**config.mk**
```make
export PLATFORM = sky130hd
export DESIGN_NAME = idu_queue
export DESIGN_NICKNAME = d
export VERILOG_FILES = /design/src/rtl/idu_queue.sv
export SDC_FILE = /design/constraint.sdc
export NUM_CORES = 1
export LEC_CHECK = 0
export ABC_CLOCK_PERIOD_IN_PS = 5320
export CORE_UTILIZATION = 55
export CTS_CLUSTER_DIAMETER = 100
export DETAILED_ROUTE_END_ITERATION = 8
export PLACE_DENSITY = 0.94
export REMOVE_ABC_BUFFERS = 1
export SLEW_MARGIN = 30
export SYNTH_ARGS = -nofsm -noshare
export SYNTH_HDL_FRONTEND = slang
export SYNTH_SLANG_ARGS = --single-unit
```
**constraint.sdc**
```tcl
create_clock -name clk -period 5.32 [get_ports clk]
set_input_delay 1.064 -clock clk [delete_from_list [all_inputs] [get_ports clk]]
set_output_delay 1.064 -clock clk [all_outputs]
set_load 0.05 [all_outputs]
```
**src/rtl/idu_queue.sv**
```systemverilog
// Instruction decode stage: decodes one RV instruction per cycle and buffers
// the decoded bundles in a DEPTH-entry FIFO between fetch and execute.
module idu_queue #(
  parameter int unsigned XLEN  = 64,
  parameter int unsigned DEPTH = 2
) (
  input  logic            clk,
  input  logic            rst_n,
  input  logic            flush,
  input  logic            in_vld,
  output logic            in_rdy,
  input  logic [31:0]     in_inst,
  input  logic [XLEN-1:0] in_pc,
  output logic            out_vld,
  input  logic            out_rdy,
  output logic [XLEN-1:0] out_pc,
  output logic [31:0]     out_inst,
  output logic [XLEN-1:0] out_imm,
  output logic [4:0]      out_rd,
  output logic [4:0]      out_rs1,
  output logic [4:0]      out_rs2,
  output logic [7:0]      out_cls,
  output logic            out_wb,
  output logic            out_w,
  output logic            out_call,
  output logic            out_ret,
  output logic            out_illegal
);

  localparam int unsigned PW = (DEPTH > 1) ? $clog2(DEPTH) : 1;
  localparam int unsigned CW = $clog2(DEPTH + 1);

  localparam logic [6:0] OPC_LOAD   = 7'h03;
  localparam logic [6:0] OPC_IMM    = 7'h13;
  localparam logic [6:0] OPC_AUIPC  = 7'h17;
  localparam logic [6:0] OPC_IMM32  = 7'h1B;
  localparam logic [6:0] OPC_STORE  = 7'h23;
  localparam logic [6:0] OPC_OP     = 7'h33;
  localparam logic [6:0] OPC_LUI    = 7'h37;
  localparam logic [6:0] OPC_OP32   = 7'h3B;
  localparam logic [6:0] OPC_BRANCH = 7'h63;
  localparam logic [6:0] OPC_JALR   = 7'h67;
  localparam logic [6:0] OPC_JAL    = 7'h6F;
  localparam logic [6:0] OPC_SYSTEM = 7'h73;

  typedef struct packed {
    logic [XLEN-1:0] pc;
    logic [31:0]     inst;
    logic [XLEN-1:0] imm;
    logic [7:0]      cls;
    logic            wb;
    logic            w;
    logic            call;
    logic            ret;
    logic            illegal;
  } entry_t;

  entry_t      dec;
  logic [6:0]  opc;
  logic [4:0]  rd;
  logic [4:0]  rs1;
  logic [2:0]  f3;
  logic [63:0] imm64;
  logic [7:0]  cls_raw;
  logic        supported;
  logic        is_w;
  logic        illegal;
  logic        wb_fmt;
  logic        call_raw;
  logic        ret_raw;
  logic        rd_link;
  logic        rs1_link;

  // Combinational decode of the incoming instruction word
  always_comb begin
    opc       = in_inst[6:0];
    rd        = in_inst[11:7];
    rs1       = in_inst[19:15];
    f3        = in_inst[14:12];
    imm64     = '0;
    cls_raw   = '0;
    supported = 1'b1;
    wb_fmt    = 1'b0;
    call_raw  = 1'b0;
    ret_raw   = 1'b0;
    rd_link   = (rd == 5'd1) || (rd == 5'd5);
    rs1_link  = (rs1 == 5'd1) || (rs1 == 5'd5);
    is_w      = (opc == OPC_OP32) || (opc == OPC_IMM32);

    case (opc)
      OPC_IMM, OPC_IMM32, OPC_LOAD: begin
        imm64   = {{52{in_inst[31]}}, in_inst[31:20]};
        cls_raw = (opc == OPC_LOAD) ? 8'h08 : 8'h01;
        wb_fmt  = 1'b1;
      end
      OPC_LUI, OPC_AUIPC: begin
        imm64   = {{32{in_inst[31]}}, in_inst[31:12], 12'h000};
        cls_raw = 8'h01;
        wb_fmt  = 1'b1;
      end
      OPC_OP, OPC_OP32: begin
        cls_raw = !in_inst[25] ? 8'h01 : (in_inst[14] ? 8'h04 : 8'h02);
        wb_fmt  = 1'b1;
      end
      OPC_STORE: begin
        imm64   = {{52{in_inst[31]}}, in_inst[31:25], in_inst[11:7]};
        cls_raw = 8'h10;
      end
      OPC_BRANCH: begin
        imm64   = {{51{in_inst[31]}}, in_inst[31], in_inst[7], in_inst[30:25],
                   in_inst[11:8], 1'b0};
        cls_raw = 8'h20;
      end
      OPC_JAL: begin
        imm64    = {{43{in_inst[31]}}, in_inst[31], in_inst[19:12], in_inst[20],
                    in_inst[30:21], 1'b0};
        cls_raw  = 8'h40;
        wb_fmt   = 1'b1;
        call_raw = rd_link;
      end
      OPC_JALR: begin
        imm64    = {{52{in_inst[31]}}, in_inst[31:20]};
        cls_raw  = 8'h40;
        wb_fmt   = 1'b1;
        call_raw = rd_link;
        ret_raw  = rs1_link && (!rd_link || (rs1 != rd));
      end
      OPC_SYSTEM: begin
        imm64   = {{52{in_inst[31]}}, in_inst[31:20]};
        cls_raw = 8'h80;
        wb_fmt  = (f3 != 3'd0);
      end
      default: supported = 1'b0;
    endcase

    illegal     = !supported || (is_w && (XLEN == 32));
    dec.pc      = in_pc;
    dec.inst    = in_inst;
    dec.imm     = XLEN'(imm64);
    dec.cls     = illegal ? 8'h00 : cls_raw;
    dec.wb      = wb_fmt && (rd != 5'd0) && !illegal;
    dec.w       = is_w;
    dec.call    = call_raw && !illegal;
    dec.ret     = ret_raw && !illegal;
    dec.illegal = illegal;
  end

  entry_t          mem_q [DEPTH];
  entry_t          mem_d [DEPTH];
  logic [PW-1:0]   wptr_q, wptr_d;
  logic [PW-1:0]   rptr_q, rptr_d;
  logic [CW-1:0]   count_q, count_d;
  logic            in_rdy_q, in_rdy_d;
  logic            out_vld_q, out_vld_d;
  logic            push;
  logic            pop;

  function automatic logic [PW-1:0] ptr_inc(input logic [PW-1:0] p);
    if (p == PW'(DEPTH - 1)) return '0;
    return p + PW'(1);
  endfunction

  // FIFO bookkeeping; flush discards everything including same-cycle traffic
  always_comb begin
    push      = in_vld && in_rdy_q;
    pop       = out_vld_q && out_rdy;
    mem_d     = mem_q;
    wptr_d    = wptr_q;
    rptr_d    = rptr_q;
    count_d   = count_q;
    if (flush) begin
      wptr_d  = '0;
      rptr_d  = '0;
      count_d = '0;
    end else begin
      if (push) begin
        mem_d[wptr_q] = dec;
        wptr_d        = ptr_inc(wptr_q);
      end
      if (pop) begin
        rptr_d = ptr_inc(rptr_q);
      end
      case ({push, pop})
        2'b10:   count_d = count_q + CW'(1);
        2'b01:   count_d = count_q - CW'(1);
        default: count_d = count_q;
      endcase
    end
    in_rdy_d  = (count_d < CW'(DEPTH));
    out_vld_d = (count_d != '0);
  end

  always_ff @(posedge clk) begin
    if (!rst_n) begin
      for (int i = 0; i < DEPTH; i++) begin
        mem_q[i] <= '0;
      end
      wptr_q    <= '0;
      rptr_q    <= '0;
      count_q   <= '0;
      in_rdy_q  <= 1'b1;
      out_vld_q <= 1'b0;
    end else begin
      mem_q     <= mem_d;
      wptr_q    <= wptr_d;
      rptr_q    <= rptr_d;
      count_q   <= count_d;
      in_rdy_q  <= in_rdy_d;
      out_vld_q <= out_vld_d;
    end
  end

  entry_t head;

  // Payload reads zero whenever the queue is empty
  assign head        = out_vld_q ? mem_q[rptr_q] : '0;
  assign in_rdy      = in_rdy_q;
  assign out_vld     = out_vld_q;
  assign out_pc      = head.pc;
  assign out_inst    = head.inst;
  assign out_imm     = head.imm;
  assign out_rd      = head.inst[11:7];
  assign out_rs1     = head.inst[19:15];
  assign out_rs2     = head.inst[24:20];
  assign out_cls     = head.cls;
  assign out_wb      = head.wb;
  assign out_w       = head.w;
  assign out_call    = head.call;
  assign out_ret     = head.ret;
  assign out_illegal = head.illegal;

endmodule

```
==> reports/results.tsv, run 1 <==
metric	value	unit
largest fanout on the critical path	73	
count of cell types in the netlist	56	
vias in the first global route	11890	
Hold WS	0.4509	ns
r2r setup slk	3.10	ns
fin cells	2160	
CP startpoint kind	register	
Layout area overhead	27.49	%
Seq/Total Area, Yosys	43.18	%
Largest stage delay, worst path	0.85	ns
Worst slew margin	36.35	%
PortBufs	290	
Max VDD drop	0.0002445	V
leakage	5.287	nW
RSZ-0062 raised after global routing	false	
Post-DRT Antenna Nets	0	
vias per cell	5.681	
drt pass-1 iters	5	
pin count of the biggest net entering global routing	142	
first-pass GRT wire length	57500	µm
Buf/Inv on CP	2	
num rows	56	
antenna cells	0	
share of layout cells above drive strength 1	4.943	%
GR Overflow Total	0	
list of most frequent post-synthesis cells	nand2_1 (456), dfxtp_1 (288), a21oi_1 (225)	
die footprint	0.02491	mm²
Area contributors post-synth	dfxtp_1 (43%), nand2_1 (13%), mux2i_1 (11%), a21oi_1 (8.4%), nor2b_1 (6.7%)	
Routability Congestion	0.7746	
dominant synthesized flop cell	dfxtp_1	
HPWL after DPL	22760	µm
Worst Skew	0.006109	ns
Async S/R FF share, synth	0	%
f_max	237.0	MHz
Yosys warning total	0	
Fillers	1686	
Hold Vio Cnt, Final	0	
DRC viols	0	
Setup CP Type	register to output port	
via count	12270	
Final setup viols	0	
number of synthesized register bits	288	
antenna violations before repair	1	
CTS sink cnt	288	
CTS tree	built	
Max Slew Vio Count	0	
Initial Util	56.55	%
total power	5.026	mW
CP max stage cell	clkdlybuf4s50_1	
Ports	291	
Setup Fix Bufs, Post-CTS	0	
total wire length	37280	µm
Critical Path RT	4.26	ns
CP arrival	3.16	ns
Post-Syn Area per Cell	7.996	µm²
crit end category	output port	
clk root buf	clkbuf_16	
status	finished, final reports clean	
Core ar.	0.02361	mm²
PwrDens	295.2	mW/mm²
Post-Place Cells	2103	
share of the synthesized area in the top cell type	43.18	%
Num CTS Buffers	30	
worst min path class	register to register	
Synth Instances	1670	
count leader, synth	nand2_1	
Post-Syn Area	0.01335	mm²
H-tree depth	1	
crit path time final	4.220	ns
Synth area leader	dfxtp_1	
cells along the critical path	buf_4 > nor2b_1 > clkdlybuf4s50_1	
GRT Overall Usage	28.60	%
die width	157.8	µm
die height	157.8	µm
Worst-path clk slew	0.06	ns
Clock Latency Late Sink	0.54	ns
Slew @ Worst Pin	0.9547	ns
MaxCap Viol Count	0	
delay-heaviest family, CP	buffers and inverters	
drt first-iter violations	1126	
CTS resizes	0	
cts-stage hold buffer count	0	
Post-synth EDFFs	0	
nets	1920	
clock tree buffer depth	3	
WL/cell	17.26	µm
Period Utilization, post-route	79.33	%
[worst min-delay path, cell delays in order (launching register included)]
cell and delay, ns:
dfxtp_1 0.30, nand2_1 0.05, a21oi_1 0.05
[flip-flops by register name (all words and copies together), names as in the netlist]
signal / cells
mem_q: 282
wptr_q: 1
out_vld: 1
rptr_q: 1
in_rdy: 1
count_q: 2
[placed cells by master, fill, tap and decap left out, types with 4 or more instances in the layout]
| cell | count |
|---|---|
| a21oi_1 | 225 |
| a22o_1 | 8 |
| a31oi_1 | 45 |
| and3_1 | 9 |
| buf_12 | 6 |
| buf_4 | 7 |
| clkbuf_16 | 31 |
| clkbuf_8 | 12 |
| clkdlybuf4s50_1 | 289 |
| clkinv_2 | 5 |
| dfxtp_1 | 286 |
| inv_1 | 4 |
| mux2i_1 | 143 |
| nand2_1 | 456 |
| nand3_1 | 16 |
| nand4b_1 | 4 |
| nor2_1 | 14 |
| nor2b_1 | 141 |
| nor3_1 | 8 |
| o2111ai_1 | 7 |
| o21ai_0 | 60 |
| o31ai_1 | 4 |
[final timing paths]
check             start         end  cells past startpoint
max             out_vld  out_rs2[4]                      3
min          mem_q[268]  mem_q[268]                      2
max reg2reg      in_rdy  mem_q[147]                      4
min reg2reg  mem_q[268]  mem_q[268]                      2
[kinds of logic after synthesis]
group / count (synthesis) / synth area share [%]
adders and majority gates: 2 / 0.1687
and+or+nand+nor: 675 / 23.16
xor gates and xnor gates: 5 / 0.3280
DFF: 288 / 43.18
buffers and inverters: 193 / 7.300
muxes: 143 / 10.72
AOI/OAI and AO/OA: 364 / 15.14
[layer usage]
layer  global-route usage [%]  vias up  routed length [µm]
met1                    34.46     5806               14960
met3                    3.778      107                2554
met4                    12.62        2                1328
met5                        0        -                  12
met2                    50.66      510               18420
li1                         -     5846                   -
[through the flow]
stage	setup WS, ns	setup TNS (ns)	instance area (µm²)	utilization [%]
floorplan	-22.01	-1000.38	12400	-
global placement	1.686	0	15890	67.27
detailed placement	1.474	0	15890	67.27
CTS	0.8979	0	16960	71.84
global route	0.9380	0	17020	72.10
finish	1.100	0	17020	72.10
[power breakdown]
| part | total, mW | leakage [nW] | internal, mW | switching [mW] |
|---|---|---|---|---|
| combinational | 0.543 | 2.42 | 0.218 | 0.325 |
| clock | 2.21 | 0.533 | 1.37 | 0.847 |
| sequential | 2.27 | 2.34 | 2.22 | 0.0464 |
[cell type report]
cell class              instances  area (µm²)  area share (%)
clock buffers                  45       948.4           5.571
clock inverters                10       130.1          0.7644
inverters                       5       23.77          0.1396
multi-input cells            1189        6651           39.07
flip-flops and latches        288        5773           33.91
well taps                     319       399.1           2.345
repair buffers                304        3098           18.20
(Power assumes the default switching activity.)
==> inputs of run 2 (changes only) <==
- ABC_CLOCK_PERIOD_IN_PS: 5320 -> 4400
- CORE_UTILIZATION: 55 -> 51
- PLACE_DENSITY: 0.94 -> 0.88
- clock period: 5.32 -> 4.4 ns (I/O delays scaled with it)
==> run 2 against run 1 <==
Against the previous run: sequential power increased by 21%; sequential share of layout area rose by 0.065 points; clock skew up 0.0012 ns; count of clock-buffer cells in the layout down 4; die area is 7.7% higher; largest power group unchanged; via count decreased by 1.2%; global-route usage down 2.5 points; routed wire length shrank 1.8%; non-clock buffer count is 4 higher; worst hold slack gained 0.0015 ns; worst setup slack got worse by 0.34 ns.
==> reports/results.tsv, run 2 (synthesis gave the netlist of run 1 again) <==
metric	value	unit	change
CP arrival	2.76	ns	-0.40 ns
Setup Fix Bufs, Post-CTS	0		unchanged
CTS resizes	0		unchanged
Int Pwr	4.497	mW	+18%
Largest register FFs	282		unchanged
Ports	291		unchanged
Seq pwr share	46.1	%	+1.0 points
MaxCap Viol Count	0		unchanged
hold path depth	2		unchanged
Place WS	1.100	ns	-0.3735 ns
cts-stage hold buffer count	0		unchanged
Storage cell area	0.005773	mm²	unchanged
nets	1923		+0.16%
crit end category	output port		
Setup CP Type	register to output port		
PortBufs	290		unchanged
net switching power	1.451	mW	+19%
worst-case reg-to-reg path depth	6		+2
clk root buf	clkbuf_16		
hold_sp	mem_q[260]		
pin count of the biggest net entering global routing	159		+12%
Initial Util	52.57	%	-4.0 points
total wire length	36620	µm	-1.8%
Clock Power Share	42.9	%	-1.2 points
Top reg by flops	mem_q		
num rows	58		+3.6%
Critical Path RT	3.52	ns	-0.74 ns
DRC viols	0		unchanged
Max VDD drop	0.0002362	V	-3.4%
CP startpoint kind	register		
vias per cell	5.580		-1.8%
PwrDens	350.1	mW/mm²	+19%
Fillers	1995		+18%
Post-Route Utilization	66.90	%	-5.2 points
H-tree depth	1		unchanged
Slew @ Worst Pin	0.9647	ns	+0.009971 ns
Clock Latency Late Sink	0.54	ns	about the same
Core ar.	0.02540	mm²	+7.6%
via count	12130		-1.2%
Finished Cell Area	0.01699	mm²	-0.19%
commonest cells after routing, fill and taps aside	nand2_1 (456), clkdlybuf4s50_1 (289), dfxtp_1 (286)		
leakage	5.269	nW	-0.33%
Max Slew Vio Count	0		unchanged
share of layout cells above drive strength 1	4.829	%	-0.11 points
HPWL after DPL	22920	µm	+0.68%
largest registers	mem_q: 282 flops, count_q: 2 flops		
largest fanout on the critical path	52		-29%
Num CTS Buffers	29		-3.3%
die width	163.8	µm	+3.8%
worst hold path endpoint	mem_q[260]		
commonest non-fill, non-tap cell in the layout	nand2_1		
vias in the first global route	11330		-4.7%
Comb power frac	10.9	%	about the same
CTS sink cnt	288		unchanged
Worst Skew	0.007277	ns	+0.001168 ns
die height	163.8	µm	+3.8%
first-pass GRT wire length	57040	µm	-0.80%
Post-Place Cells	2120		+0.81%
dpl cell area	0.01599	mm²	+0.69%
Period Utilization, post-route	82.74	%	
drt first-iter violations	1089		-3.3%
CTS tree	built		
f_max	274.7	MHz	
Final setup viols	0		unchanged
status	finished, final reports clean		
R2R Path Start	out_vld		
crit path time final	3.640	ns	
Post-DRT Antenna Nets	0		unchanged
worst min path class	register to register		
Worst slew margin	35.68	%	-0.67 points
Worst-path clk slew	0.06	ns	about the same
GRT Overall Usage	26.15	%	-2.5 points
drt pass-1 iters	5		unchanged
antenna cells	0		unchanged
r2r setup slk	2.03	ns	-1.07 ns
Routability Congestion	0.8017		+3.5%
die footprint	0.02683	mm²	+7.7%
Hold Vio Cnt, Final	0		unchanged
area of the multi-input gates	0.006639	mm²	-0.19%
FF-to-FF End	out_vld		
antenna violations before repair	1		unchanged
WL/cell	16.85	µm	-2.3%
GR Overflow Total	0		unchanged
RSZ-0062 raised after global routing	false		
Layout area overhead	27.25	%	
final setup margin	0.7597	ns	-0.3401 ns
clock tree buffer depth	3		unchanged
Sw Ratio	24.40	%	+0.16 points
fin cells	2173		+0.60%
[run 2: cell count changes in the layout (fill, tap and decap cells not counted), moves of 2 or more]
cell	delta
buf_12	+3
buf_4	+2
clkbuf_1	+4
clkbuf_16	-2
clkbuf_8	-6
[run 2: final cells by class]
cell class | count | share of cell area (%)
sequential | 288 | 33.98
tap | 330 | 2.430
clock inverter | 12 | 0.9794
timing repair buffer | 308 | 18.51
clock buffer | 41 | 4.890
inverter | 5 | 0.1399
multi-input combinational | 1189 | 39.07
[run 2: critical path, stage by stage (launching register included)]
cell	delay, ns
dfxtp_4	0.57
buf_12	0.38
mux2i_1	0.16
nor2b_1	0.20
clkdlybuf4s50_1	0.85
[run 2: per-stage QoR]
step / power, mW / TNS, ns / hold WS (ns)
after floorplan: 3.174 / -1144.97 / 0.4312
after global placement: 3.425 / 0 / 0.4374
after detailed placement: 3.445 / 0 / 0.4451
after CTS: 5.977 / 0 / 0.4514
after global routing: 6.155 / 0 / 0.4716
final: 5.948 / 0 / 0.4524
[run 2: routing by layer]
metal	vias to the layer above	share of wire, %	wire, µm	track usage [%]
met3	61	6.0	2191	3.434
met5	-	0.033	12	0
li1	5855	-	-	-
met4	2	2.3	831	7.407
met1	5772	42	15350	33.69
met2	436	50	18240	45.59
[run 2: power by group through the flow]
stage | clock (mW) | sequential, mW | combinational (mW)
final | 2.55 | 2.74 | 0.651
after global placement | 0 | 2.80 | 0.630
after CTS | 2.58 | 2.74 | 0.649
after detailed placement | 0 | 2.80 | 0.645
after global routing | 2.70 | 2.75 | 0.698
after floorplan | 0 | 2.80 | 0.370
[run 2: worst max-delay path by stage]
stage,end,from,slack (ns),cells after the start
after floorplan,out_imm[31],rptr_q,-22.75,2
after detailed placement,mem_q[210],in_inst[6],1.10,5
after CTS,out_inst[19],rptr_q,0.74,4
after global placement,mem_q[37],in_inst[2],1.19,5
final,out_inst[19],rptr_q,0.76,4
after global routing,out_call,out_vld,0.65,3
